===== config.mk =====
export PLATFORM = sky130hd
export DESIGN_NAME = nx_stream_packer
export DESIGN_NICKNAME = d
export VERILOG_FILES = /design/src/rtl/nx_stream_packer.sv
export SDC_FILE = /design/constraint.sdc
export NUM_CORES = 1
export LEC_CHECK = 0
export ABC_AREA = 1
export CAP_MARGIN = 40
export CORE_UTILIZATION = 35
export DETAILED_ROUTE_END_ITERATION = 10
export GPL_TIMING_DRIVEN = 0
export PLACE_DENSITY = 0.66
export SLEW_MARGIN = 20
export SYNTH_ARGS = -nofsm -noshare
export SYNTH_HDL_FRONTEND = slang
export SYNTH_SLANG_ARGS = --single-unit

===== constraint.sdc =====
create_clock -name clk_i -period 2 [get_ports clk_i]
set_input_delay 0.5 -clock clk_i [delete_from_list [all_inputs] [get_ports clk_i]]
set_output_delay 0.5 -clock clk_i [all_outputs]
set_load 0.02 [all_outputs]

===== src/rtl/nx_stream_packer.sv =====
// Packs 31-bit ctrl/mesh messages into 64-bit AXI4-stream beats, two lanes per beat.
// Half-filled beats are flushed alone after FLUSH_CYCLES idle cycles.
module nx_stream_packer #(
   parameter int AXI4_DATA_WIDTH = 64,
   parameter int AXI4_STRB_WIDTH = AXI4_DATA_WIDTH/8,
   parameter int AXI4_ID_WIDTH   = 1,
   parameter int FLUSH_CYCLES    = 16
) (
   input  logic                       clk_i,
   input  logic                       rst_i,
   input  logic [30:0]                ctrl_data_i,
   input  logic                       ctrl_valid_i,
   output logic                       ctrl_ready_o,
   input  logic [30:0]                mesh_data_i,
   input  logic                       mesh_valid_i,
   output logic                       mesh_ready_o,
   output logic [AXI4_DATA_WIDTH-1:0] stream_tdata,
   output logic [AXI4_STRB_WIDTH-1:0] stream_tkeep,
   output logic [AXI4_STRB_WIDTH-1:0] stream_tstrb,
   output logic [AXI4_ID_WIDTH-1:0]   stream_tid,
   output logic                       stream_tlast,
   output logic                       stream_tvalid,
   input  logic                       stream_tready,
   output logic                       idle_o
);

   localparam logic [7:0] TERM = 8'(FLUSH_CYCLES - 1);
   localparam logic [AXI4_STRB_WIDTH-1:0] STRB_FULL = '1;
   localparam logic [AXI4_STRB_WIDTH-1:0] STRB_HALF =
      AXI4_STRB_WIDTH'((1 << (AXI4_STRB_WIDTH/2)) - 1);

   logic [31:0]                low_q;
   logic                       low_vld_q;
   logic [7:0]                 cnt_q;
   logic                       prio_mesh_q;
   logic [63:0]                data_q;
   logic [AXI4_STRB_WIDTH-1:0] strb_q;
   logic                       vld_q;

   logic        out_free;
   logic        contend;
   logic        pick_ctrl;
   logic        pick_mesh;
   logic        room;
   logic        take;
   logic        at_term;
   logic        load_full;
   logic        load_half;
   logic [31:0] lane;

   always_comb begin
      out_free     = !vld_q || stream_tready;
      contend      = ctrl_valid_i && mesh_valid_i;
      pick_ctrl    = ctrl_valid_i && (!mesh_valid_i || !prio_mesh_q);
      pick_mesh    = mesh_valid_i && (!ctrl_valid_i || prio_mesh_q);
      // A full low lane can only be merged when the output slot frees up
      room         = !rst_i && (!low_vld_q || out_free);
      ctrl_ready_o = pick_ctrl && room;
      mesh_ready_o = pick_mesh && room;
      take         = ctrl_ready_o || mesh_ready_o;
      lane         = ctrl_ready_o ? {1'b1, ctrl_data_i}
                                  : {1'b0, mesh_data_i};
      at_term      = (cnt_q == TERM);
      load_full    = take && low_vld_q;
      load_half    = !take && low_vld_q && at_term && out_free;
   end

   always_ff @(posedge clk_i) begin
      if (rst_i) begin
         low_q       <= '0;
         low_vld_q   <= 1'b0;
         cnt_q       <= '0;
         prio_mesh_q <= 1'b0;
      end else begin
         if (take && contend)
            prio_mesh_q <= !prio_mesh_q;
         if (take) begin
            cnt_q <= '0;
            if (!low_vld_q) begin
               low_q     <= lane;
               low_vld_q <= 1'b1;
            end else begin
               low_vld_q <= 1'b0;
            end
         end else if (low_vld_q) begin
            if (load_half) begin
               low_vld_q <= 1'b0;
               cnt_q     <= '0;
            end else if (!at_term) begin
               cnt_q <= cnt_q + 8'd1;
            end
         end
      end
   end

   always_ff @(posedge clk_i) begin
      if (rst_i) begin
         data_q <= '0;
         strb_q <= '0;
         vld_q  <= 1'b0;
      end else if (load_full) begin
         data_q <= {lane, low_q};
         strb_q <= STRB_FULL;
         vld_q  <= 1'b1;
      end else if (load_half) begin
         data_q <= {32'h0, low_q};
         strb_q <= STRB_HALF;
         vld_q  <= 1'b1;
      end else if (stream_tready) begin
         vld_q  <= 1'b0;
      end
   end

   assign stream_tdata  = AXI4_DATA_WIDTH'(data_q);
   assign stream_tstrb  = strb_q;
   assign stream_tkeep  = strb_q;
   assign stream_tid    = '0;
   assign stream_tlast  = 1'b1;
   assign stream_tvalid = vld_q;
   assign idle_o        = !low_vld_q && !vld_q;

endmodule


# == Word-level counts from Yosys, hierarchy flattened ==
# Cells that the tools add are included.
# totals
reg_bits,115
out_inout_bits,86
wordCells,54
inputBits,67
# op_classes
bitwise,1
eq_ne,2
add_sub_neg,1
reduce_logical,29
muxes,14
# op_table
operator,count
$mux W64,2
$mux W32,1
$mux W8,4
$logic_and A1 B1 Y1,12
$add A8 B1 Y8 const B,1
$eq A8 B4 Y1 const B,1
$logic_not A1 Y1,7
$mux W1,7
$logic_or A1 B1 Y1,5
$reduce_and A2 Y1,2
$reduce_bool A3 Y1,1
$ne A2 B1 Y1 const B,1
$reduce_bool A2 Y1,1
$reduce_or A2 Y1,1
$not A1 Y1,1

# == Longest topological paths before layout ==
# logic_depth
depth_word,13
mapped_depth,11
depth_no_buf,10

# == Least setup slack after synthesis ==
# Ideal clock, no wire load.
# synth_path
path_kind,input-to-output
startpoint,in rst_i
endpoint,out ctrl_ready_o
arrival_ps,1135
path_buffers,1
slack_ps,365
stages,6
required_time_ps,1500
cell_sequence,inv_2 > nand2_1 > inv_2 > nand2_2 > inv_2 > buf_2
# synth_between
elab_chain_cells,3
# synth_rtl
item,line_no,source
"start, declared",10,"input logic rst_i,"
$logic_not A1 Y1,57,room = !rst_i && (!low_vld_q || out_free);
$logic_and A1 B1 Y1,57,
$logic_and A1 B1 Y1,58,ctrl_ready_o = pick_ctrl && room;
"end, declared",13,"output logic ctrl_ready_o,"
# No other way between the ends.

==> results.cfg <==
[run_status]
status = complete, no violations

[clocking]
cts_buffers = 9
cts_max_path_buffers = 2
cts_tree = done
postCtsHoldBufs = 0
cts_sinks = 109
cts_max_level = 3
cts.clk_slew.worst_paths_ps = 60
clkLatencyLatePin_ps = 340
cts-root-buf = clkbuf_16

[synthesis]
synth.cell_area_sq_um = 4492
ys_seq_area_share_pct = 48.58
yosysUniqueCellTypes = 26
yosys-top-cells-area = dfxtp_1 49%, nand2_1 15%, nor2_1 12%, o21ai_0 6.1%, a21oi_1 4.0%
synth-edff-count = 0
ys_warn_count = 0
netlist_instances = 629
synth_fp_nets = 697
synth_top_area_share_pct = 48.58
synth.most_common_cell = nand2_1
synthTopCellsByCount = 175 x nand2_1, 143 x nor2_1, 109 x dfxtp_1
ys.flop_type = dfxtp_1
ys_ff_latch = 109
synth.largest_area_cell = dfxtp_1
synthArstFlopShare_pct = 0
syn_area_per_cell_sq_um = 7.141

[critical_path]
r2r_setup_slack_ps = 150
r2r-start = cnt_q[0]
max_stage_delay_ps = 590
worstRegToRegCells = 8
cp_cell_sequence = buf_4 -> clkdlybuf4s50_1
cp.arrival_ps = 1450
slowest_stage = clkdlybuf4s50_1
end_kind = output port
r2r_end = stream_tdata[30]
cp-start-kind = flop
crit_fanout = 9
path_delay_family = buffers and inverters
cp_num_buf_inv = 2
crit_type = flop to output port
cp.required_ps = 1500

[timing]
period_share_pct = 97.44
hold_viol = 0
period_needed_ps = 1949
timing.setup.tns_ps = 0
slew_violations = 0
finalSetupViolations = 0
fin_skew_ps = 5.840
maxSlewHeadroom_pct = 63.50
fmax_mhz = 513.1
grt_setup_unrepaired = false
worstMarginPinSlew_ps = 547.5

[flow_run]
drv_cap = 0

[power_and_ir_drop]
p_per_area_nw_per_um2 = 753.4
p_leak_nw = 2.897
vdd_drop_max_uv = 372.5
finalPower_w = 0.005026

[final_layout]
n_fill_cell = 1197
multi_input_area_sq_um = 1942
final-seq-area_sq_um = 2186
drive_above_1_share_pct = 11.15
nets = 870
syn_to_final_growth_pct = 48.50
diodes = 0
utilization_pct = 53.07

[route]
ant_nets = 0
avgRoutedWirePerCell_um = 13.15
route.detailed.drc = 0
firstDrtPassIters = 4
vias_per_cell = 4.546
drt_iter0_markers = 233
dr_total_vias = 4451
drt_wl_total_um = 12870

[placed_design]
dp_hpwl_um = 9558
numPortBuffers = 150
gp_congestion = 0.7783

[global_route]
grt_pass1_wl_um = 20090
first_global_vias = 4105
grt_overflow_total = 0
grt_max_degree = 17
grt_antenna_before_repair = 0
grt.total_usage_pct = 19.62

[floorplanning]
die_height_um = 115.3
die_area_sq_um = 13290
fp.dieW_um = 115.3
start_util_pct = 35.74
rows = 41
ios = 153
core_area_sq_um = 12570

[hold_path]
holdPathStages = 2
worstHoldEndpoint = stream_tdata[51]
hold_start = stream_tdata[51]
hp-class = flop to flop
worst max-delay path by stage:
stage                          from         endpoint  cells after the start  slack [ps]
finish              stream_tkeep[6]  stream_tkeep[5]                      2          50
global route        stream_tkeep[6]  stream_tkeep[5]                      2           6
CTS                           rst_i     ctrl_ready_o                      8          10
detailed placement            rst_i     ctrl_ready_o                      8       -1140
global placement              rst_i     ctrl_ready_o                      8       -1120
floorplan                     rst_i     ctrl_ready_o                      6         360
logic make-up after synthesis:
group	after synthesis	synth area share (%)
flops	109	48.58
simple gates	341	29.55
xor+xnor	5	0.9749
buf+inv	68	8.802
other cells	2	0.1672
fa+ha+maj	1	0.2785
compound gates	103	11.64
final cells by class:
| cell class | instances | share of cell area, % |
|---|---|---|
| buffer | 52 | 5.234 |
| clock buffer | 11 | 3.489 |
| clock inverter | 5 | 1.125 |
| inverter | 16 | 0.9754 |
| multi-input combinational | 452 | 29.11 |
| sequential | 109 | 32.77 |
| tap | 172 | 3.226 |
| timing repair buffer | 162 | 24.07 |
placed cells by master, fill, tap and decap left out:
cell type	netlist	final
nand4_1	2	2
inv_2	6	4
dlymetal6s2s_1	0	7
o21ai_2	2	3
clkinv_2	0	3
conb_1	2	2
xnor2_1	1	1
nand3_2	1	2
nand3_1	15	14
dfxtp_1	109	106
nand3b_1	1	1
nand2_4	0	1
clkdlybuf4s50_1	0	135
inv_4	0	2
buf_4	20	31
o21ai_0	55	55
nor2_1	143	143
buf_8	0	1
dfxtp_2	0	3
nand2_2	1	1
nand2_1	175	174
buf_2	15	14
o21ai_1	10	9
ha_1	1	1
inv_1	10	10
clkdlybuf4s15_1	0	1
nor2_2	2	2
a21oi_4	0	1
clkdlybuf4s15_2	0	1
bufinv_16	0	2
xor2_1	4	4
nor3_2	1	1
clkbuf_16	0	9
a21oi_1	36	35
buf_6	6	8
dlygate4sd2_1	0	5
buf_1	1	1
clkbuf_2	1	1
clkbuf_1	9	11
registers in the layout, indices dropped and copies added, names as in the netlist:
signal / flops
low_vld_q: 1
stream_tdata: 64
prio_mesh_q: 1
stream_tvalid: 1
cnt_q: 8
stream_tkeep: 2
low_q: 32
routing by layer:
layer,global-route usage [%],vias to the layer above,routed length (um)
li1,-,2314,-
met1,24.63,1975,5816
met2,33.45,145,6092
met3,4.533,17,789
met4,5.887,0,174
met5,0,-,0
power by group:
part	switching, W	total, W	internal [W]	leakage (nW)
sequential	0.0000572	0.00234	0.00228	0.890
combinational	0.000442	0.000838	0.000397	1.85
clock	0.000753	0.00185	0.00109	0.153
stage by stage:
stage / setup WS [ps] / cell area [sq um] / instances / hold slack (ps)
2_1_floorplan: 364.6 / 4492 / 629 / 436.1
3_3_place_gp: -1124 / 6208 / 951 / 446.0
3_5_place_dp: -1137 / 6208 / 951 / 453.7
4_1_cts: 11.90 / 6593 / 973 / 463.0
5_1_grt: 5.917 / 6670 / 979 / 483.8
6_report: 51.20 / 6670 / 979 / 460.1
worst min-delay path, cell delays in order, from the launching register on:
cell     delay [ps]
dfxtp_1         310
nand3_1          70
nand2_1          40
what timing repair did:
| item | CTS | global route |
|---|---|---|
| buffers inserted | 6 | 6 |
| pin swaps | 2 | 1 |
| setup endpoints to repair | 39 | 9 |
| resized for setup | 26 | 12 |
(Power assumes the default switching activity.)
==> RTL change 1: new RTL, same flow settings <==
Change the parameter `AXI4_DATA_WIDTH` from 64 to 32.
--- a/src/rtl/nx_stream_packer.sv
+++ b/src/rtl/nx_stream_packer.sv
@@ -1,7 +1,7 @@
 // Packs 31-bit ctrl/mesh messages into 64-bit AXI4-stream beats, two lanes per beat.
 // Half-filled beats are flushed alone after FLUSH_CYCLES idle cycles.
 module nx_stream_packer #(
-   parameter int AXI4_DATA_WIDTH = 64,
+   parameter int AXI4_DATA_WIDTH = 32,
    parameter int AXI4_STRB_WIDTH = AXI4_DATA_WIDTH/8,
    parameter int AXI4_ID_WIDTH   = 1,
    parameter int FLUSH_CYCLES    = 16
Ports: changed (resized stream_tdata, stream_tkeep and stream_tstrb); port bits go from 153 to 113. No check against the original RTL was run, so the function may have changed too.
==> RTL change 1 against the unedited design <==
- wire length decreased by 34%
- combinational power fell by 23%
- largest power group unchanged
- area after synthesis shrank 25%
- final cell count down 25%
- sequential cell count fell by 32
- critical path depth up 5
- power down 23%
- register-to-register slack better by 0.17 ns
- fmax is 0.83% higher
- final area decreased by 26%
- critical path type is now input port to output port
- clock skew up 0.0024 ns
- highest routed layer unchanged
- setup slack improved by 0.016 ns
==> RTL change 1: results (changes against the unedited design) <==
- Outcome: finished clean
- Final HPWL DP: 6310 microns (-34%)
- Met3 WL: 493 microns (-38%)
- Setup Buffers After CTS: 5 (-1)
- Worst slack, placed: -0.967 ns (+0.170 ns)
- First-pass GRT wire length: 13800 microns (-31%)
- WL met2: 4000 microns (-34%)
- Post-synth top cells: nor2_1, nand2_1, dfxtp_1
- Layout cells sized above 1: 11.2% (+0.013 points)
- Crit-path slowest cell: dlygate4sd2_1
- Post-Route M1 WL: 3820 microns (-34%)
- Met1 usage: 21.2% (-3.4 points)
- Max IR drop VDD: 0.000360 V (-3.5%)
- Final nets: 673 (-23%)
- Final WS setup: 0.0672 ns (+0.0160 ns)
- Vias/cell: 4.43 (-2.6%)
- Post-CTS resize count: 24 (-7.7%)
- Sequential element share of the synthesized area: 45.7% (-2.9 points)
- Crit Reg-Reg Endpoint: cnt_q[4]
- GRT Util Overall: 17.7% (-1.9 points)
- P_leak: 2.13 nW (-26%)
- Gpl congestion: 0.750 (-3.6%)
- Min Hold Slack: 0.476 ns (+0.0157 ns)
- Final WL: 8460 microns (-34%)
- DR iter-0 viols: 69 (-70%)
- Arrival @ worst endpoint: 1.43 ns (-0.02 ns)
- Critical path peak fanout: 6 (-3)
- Root Buffer: clkbuf_8
- Setup crit end: ctrl_ready_o
- Max stage delay on crit path: 0.35 ns (-0.24 ns)
- Avg Cell Area, Syn: 7.03 sq um (-1.5%)
- Vias in the first global route: 3045 (-26%)
- Fillers: 937 (-22%)
- R2r worst-path depth: 7 (-1)
-- RTL change 1: layout make-up --
cell class	instances	area, sq um	share of cell area [%]
Inverter	17	73.8	1.49
Multi-Input combinational cell	352	1550	31.2
Timing Repair Buffer	115	1130	22.9
Sequential cell	77	1540	31.1
Clock buffer	11	141	2.85
Tap cell	129	161	3.26
Buffer	33	233	4.70
Clock inverter	4	120	2.42
-- RTL change 1: where the power goes --
group	switching (mW)	internal (mW)
logic	0.320	0.324
registers	0.0474	1.63
clock network	0.553	0.983
-- RTL change 1: cells by family (layout without fill, tap and decap cells) --
family | Yosys count | count (layout) | share of synthesized area (%)
flip-flops | 77 | 77 | 45.7
buffers and inverters | 51 | 180 | 9.08
XOR/XNOR | 6 | 6 | 1.56
AND/OR/NAND/NOR | 266 | 266 | 31.0
adder cells (fa/ha/maj) | 1 | 1 | 0.371
AO/OA/AOI/OAI | 77 | 77 | 12.1
other | 2 | 2 | 0.222
==> RTL change 2: new RTL, same flow settings <==
Without the edit above. Make the reset (`rst_i`) asynchronous in 2 clocked blocks.
--- a/src/rtl/nx_stream_packer.sv
+++ b/src/rtl/nx_stream_packer.sv
@@ -65,7 +65,7 @@
       load_half    = !take && low_vld_q && at_term && out_free;
    end
 
-   always_ff @(posedge clk_i) begin
+   always_ff @(posedge clk_i or posedge rst_i) begin
       if (rst_i) begin
          low_q       <= '0;
          low_vld_q   <= 1'b0;
@@ -93,7 +93,7 @@
       end
    end
 
-   always_ff @(posedge clk_i) begin
+   always_ff @(posedge clk_i or posedge rst_i) begin
       if (rst_i) begin
          data_q <= '0;
          strb_q <= '0;
Formal check against the unedited RTL: differs if rst_i is asserted again (counterexample within 4 cycles, from zero or initial values and one cycle with rst_i high); with rst_i held inactive, the same outputs for 4 cycles.
==> RTL change 2 against the unedited design <==
- area after synthesis is 7.6% higher
- final area is 6.6% higher
- setup slack better by 0.028 ns
- non-clock buffer count is 13 lower
- wire length is 4.2% higher
- final cell count is 1.1% lower
- critical path type unchanged
- synthesized cell count is 1.9% lower
- via count is 1.3% lower
- global-route usage hardly changed
- clock skew is 0.0014 ns higher
- sequential cell count stayed put
Power is not compared: it rests on default switching activity, and its combinational part moved more than twofold at a synthesized area within 25%.
==> RTL change 2: results (changes against the unedited design) <==
- Max stage delay on crit path: 0.63 ns (+0.04 ns)
- DR iter-0 viols: 255 (+9.4%)
- Cell Count, Final, Fillers Out: 968 (-1.1%)
- Gpl congestion: 0.799 (+2.7%)
- Ranking of synthesized cells by area: dfrtp_1, nand2_1, buf_4, buf_2, nand3_1
- Critical path peak fanout: 9 (unchanged)
- Final WL: 13400 microns (+4.2%)
- Synthesized net count: 685 (-1.7%)
- DR pass1 iterations: 4 (unchanged)
- Max reg flops: 64 (unchanged)
- Routed via count: 4392 (-1.3%)
- Clk_skew: 0.00723 ns (+0.00139 ns)
- Final nets: 855 (-1.7%)
- Clock buffer depth: 2 (unchanged)
- Crit path max-delay family: buffers and inverters
- Antenna Violating Nets Remaining: 0 (unchanged)
- Placed Cells incl. Taps: 946 (-0.53%)
- Hold Path Class: input port to async pin
- Cts bufs inserted: 9 (unchanged)
- # diodes: 0 (unchanged)
- Top_reg_cell synth: dfrtp_1
- Max IR drop VDD: 0.000567 V
- # hold bufs at CTS: 0 (unchanged)
- Yosys warning count: 0 (unchanged)
- H-tree levels: 3 (unchanged)
- Vias in the first global route: 4305 (+4.9%)
- Worst slack, placed: -1.16 ns (-0.0236 ns)
- Layout cells sized above 1: 11.4% (+0.21 points)
- GRT Util Overall: 19.6% (-0.039 points)
- Largest net degree at the start of global routing: 37 (+20)
- Initial antenna violation count: 0 (unchanged)
- Distinct cells, synth: 21 (-19%)
- Synth Instances: 617 (-1.9%)
- Fraction of registers with async set/reset: 100% (+100 points)
- Minimum clock period: 1.92 ns (-0.0281 ns)
- Crit-path slowest cell: clkdlybuf4s50_1
- Post-synth top cells: nand2_1, dfrtp_1, buf_4
- Final HPWL DP: 9920 microns (+3.8%)
- Arrival @ worst endpoint: 1.42 ns (-0.03 ns)
- Sequential element share of the synthesized area: 56.4% (+7.9 points)
- Worst-path clk slew: 0.07 ns
- Buffers on Ports: 150 (unchanged)
- Outcome: finished clean
- P_leak: 3.64 nW
- Clock insertion delay at the later pin of the skew report: 0.34 ns (about the same)
- Fillers: 1267 (+5.8%)
- Root Buffer: clkbuf_16
- First-pass GRT wire length: 21600 microns (+7.8%)
[RTL change 2: changes by cell type in the layout (fill, tap and decap cells not counted), sizes merged, moves of 31 or more]
cell	delta
nand2	+223
nor2	-134
dfrtp	+109
dfxtp	-109
o21ai	-57
a21oi	-31
[RTL change 2: layer usage]
| metal | GRT usage (%) | vias to the layer above | share of wire, % |
|---|---|---|---|
| met5 | 0 | - | 0 |
| met4 | 5.78 | 0 | 1.3 |
| met3 | 4.28 | 12 | 5.5 |
| met2 | 33.4 | 115 | 50 |
| met1 | 24.8 | 2067 | 43 |
| li1 | - | 2198 | - |
[RTL change 2: power breakdown]
| part | switching, mW | leakage (nW) | internal, mW |
|---|---|---|---|
| sequential | 0.586 | 1.37 | 3.13 |
| combinational | 2.31 | 2.14 | 1.93 |
| clock | 0.802 | 0.132 | 0.975 |
[RTL change 2: cell type report]
cell class / count / area, sq um / area share [%]
plain buffers: 41 / 342 / 4.80
clock buffers: 11 / 233 / 3.27
clock inverters: 5 / 61.3 / 0.862
inverters: 14 / 63.8 / 0.897
multi-input cells: 452 / 1870 / 26.3
flip-flops and latches: 109 / 2730 / 38.4
well taps: 176 / 220 / 3.10
repair buffers: 160 / 1590 / 22.3
[RTL change 2: kinds of logic (layout without fill, tap and decap cells)]
| logic type | after synthesis | count (layout) | synth area share, % |
|---|---|---|---|
| fa+ha+maj | 1 | 1 | 0.259 |
| simple gates | 427 | 427 | 33.7 |
| xor+xnor | 7 | 7 | 1.27 |
| buf+inv | 56 | 231 | 6.34 |
| flops | 109 | 109 | 56.4 |
| other cells | 2 | 2 | 0.155 |
| compound gates | 15 | 15 | 1.86 |
[RTL change 2: timing repair]
item | CTS | global route
buffers inserted | 4 | 3
pin swaps | 2 | 1
gates resized for setup | 40 | 4
setup endpoints to repair | 124 | 23
[RTL change 2: stage by stage]
stage	utilization, %	power (mW)	setup TNS [ns]	instance area, sq um
3_5_place_dp	50.6	8.02	-63.83	6750
5_1_grt	53.3	10.4	-0.00759	7110
6_report	53.3	9.73	0	7110
2_1_floorplan	-	5.99	-129.06	4970
3_3_place_gp	50.1	7.90	-377.45	6690
4_1_cts	53.0	9.80	0	7080
[RTL change 2: worst paths after layout]
check	endpoint	cells after the start	slack (ns)	start
setup / recovery	stream_tkeep[0]	1	0.08	stream_tkeep[3]
hold / removal	stream_tdata[38]	3	0.41	rst_i
setup reg to reg	stream_tdata[49]	8	0.14	cnt_q[0]
hold reg to reg	stream_tdata[10]	2	0.47	stream_tdata[10]
max in group asynchronous	stream_tdata[52]	5	0.91	rst_i
min in group clk_i	stream_tdata[10]	2	0.47	stream_tdata[10]
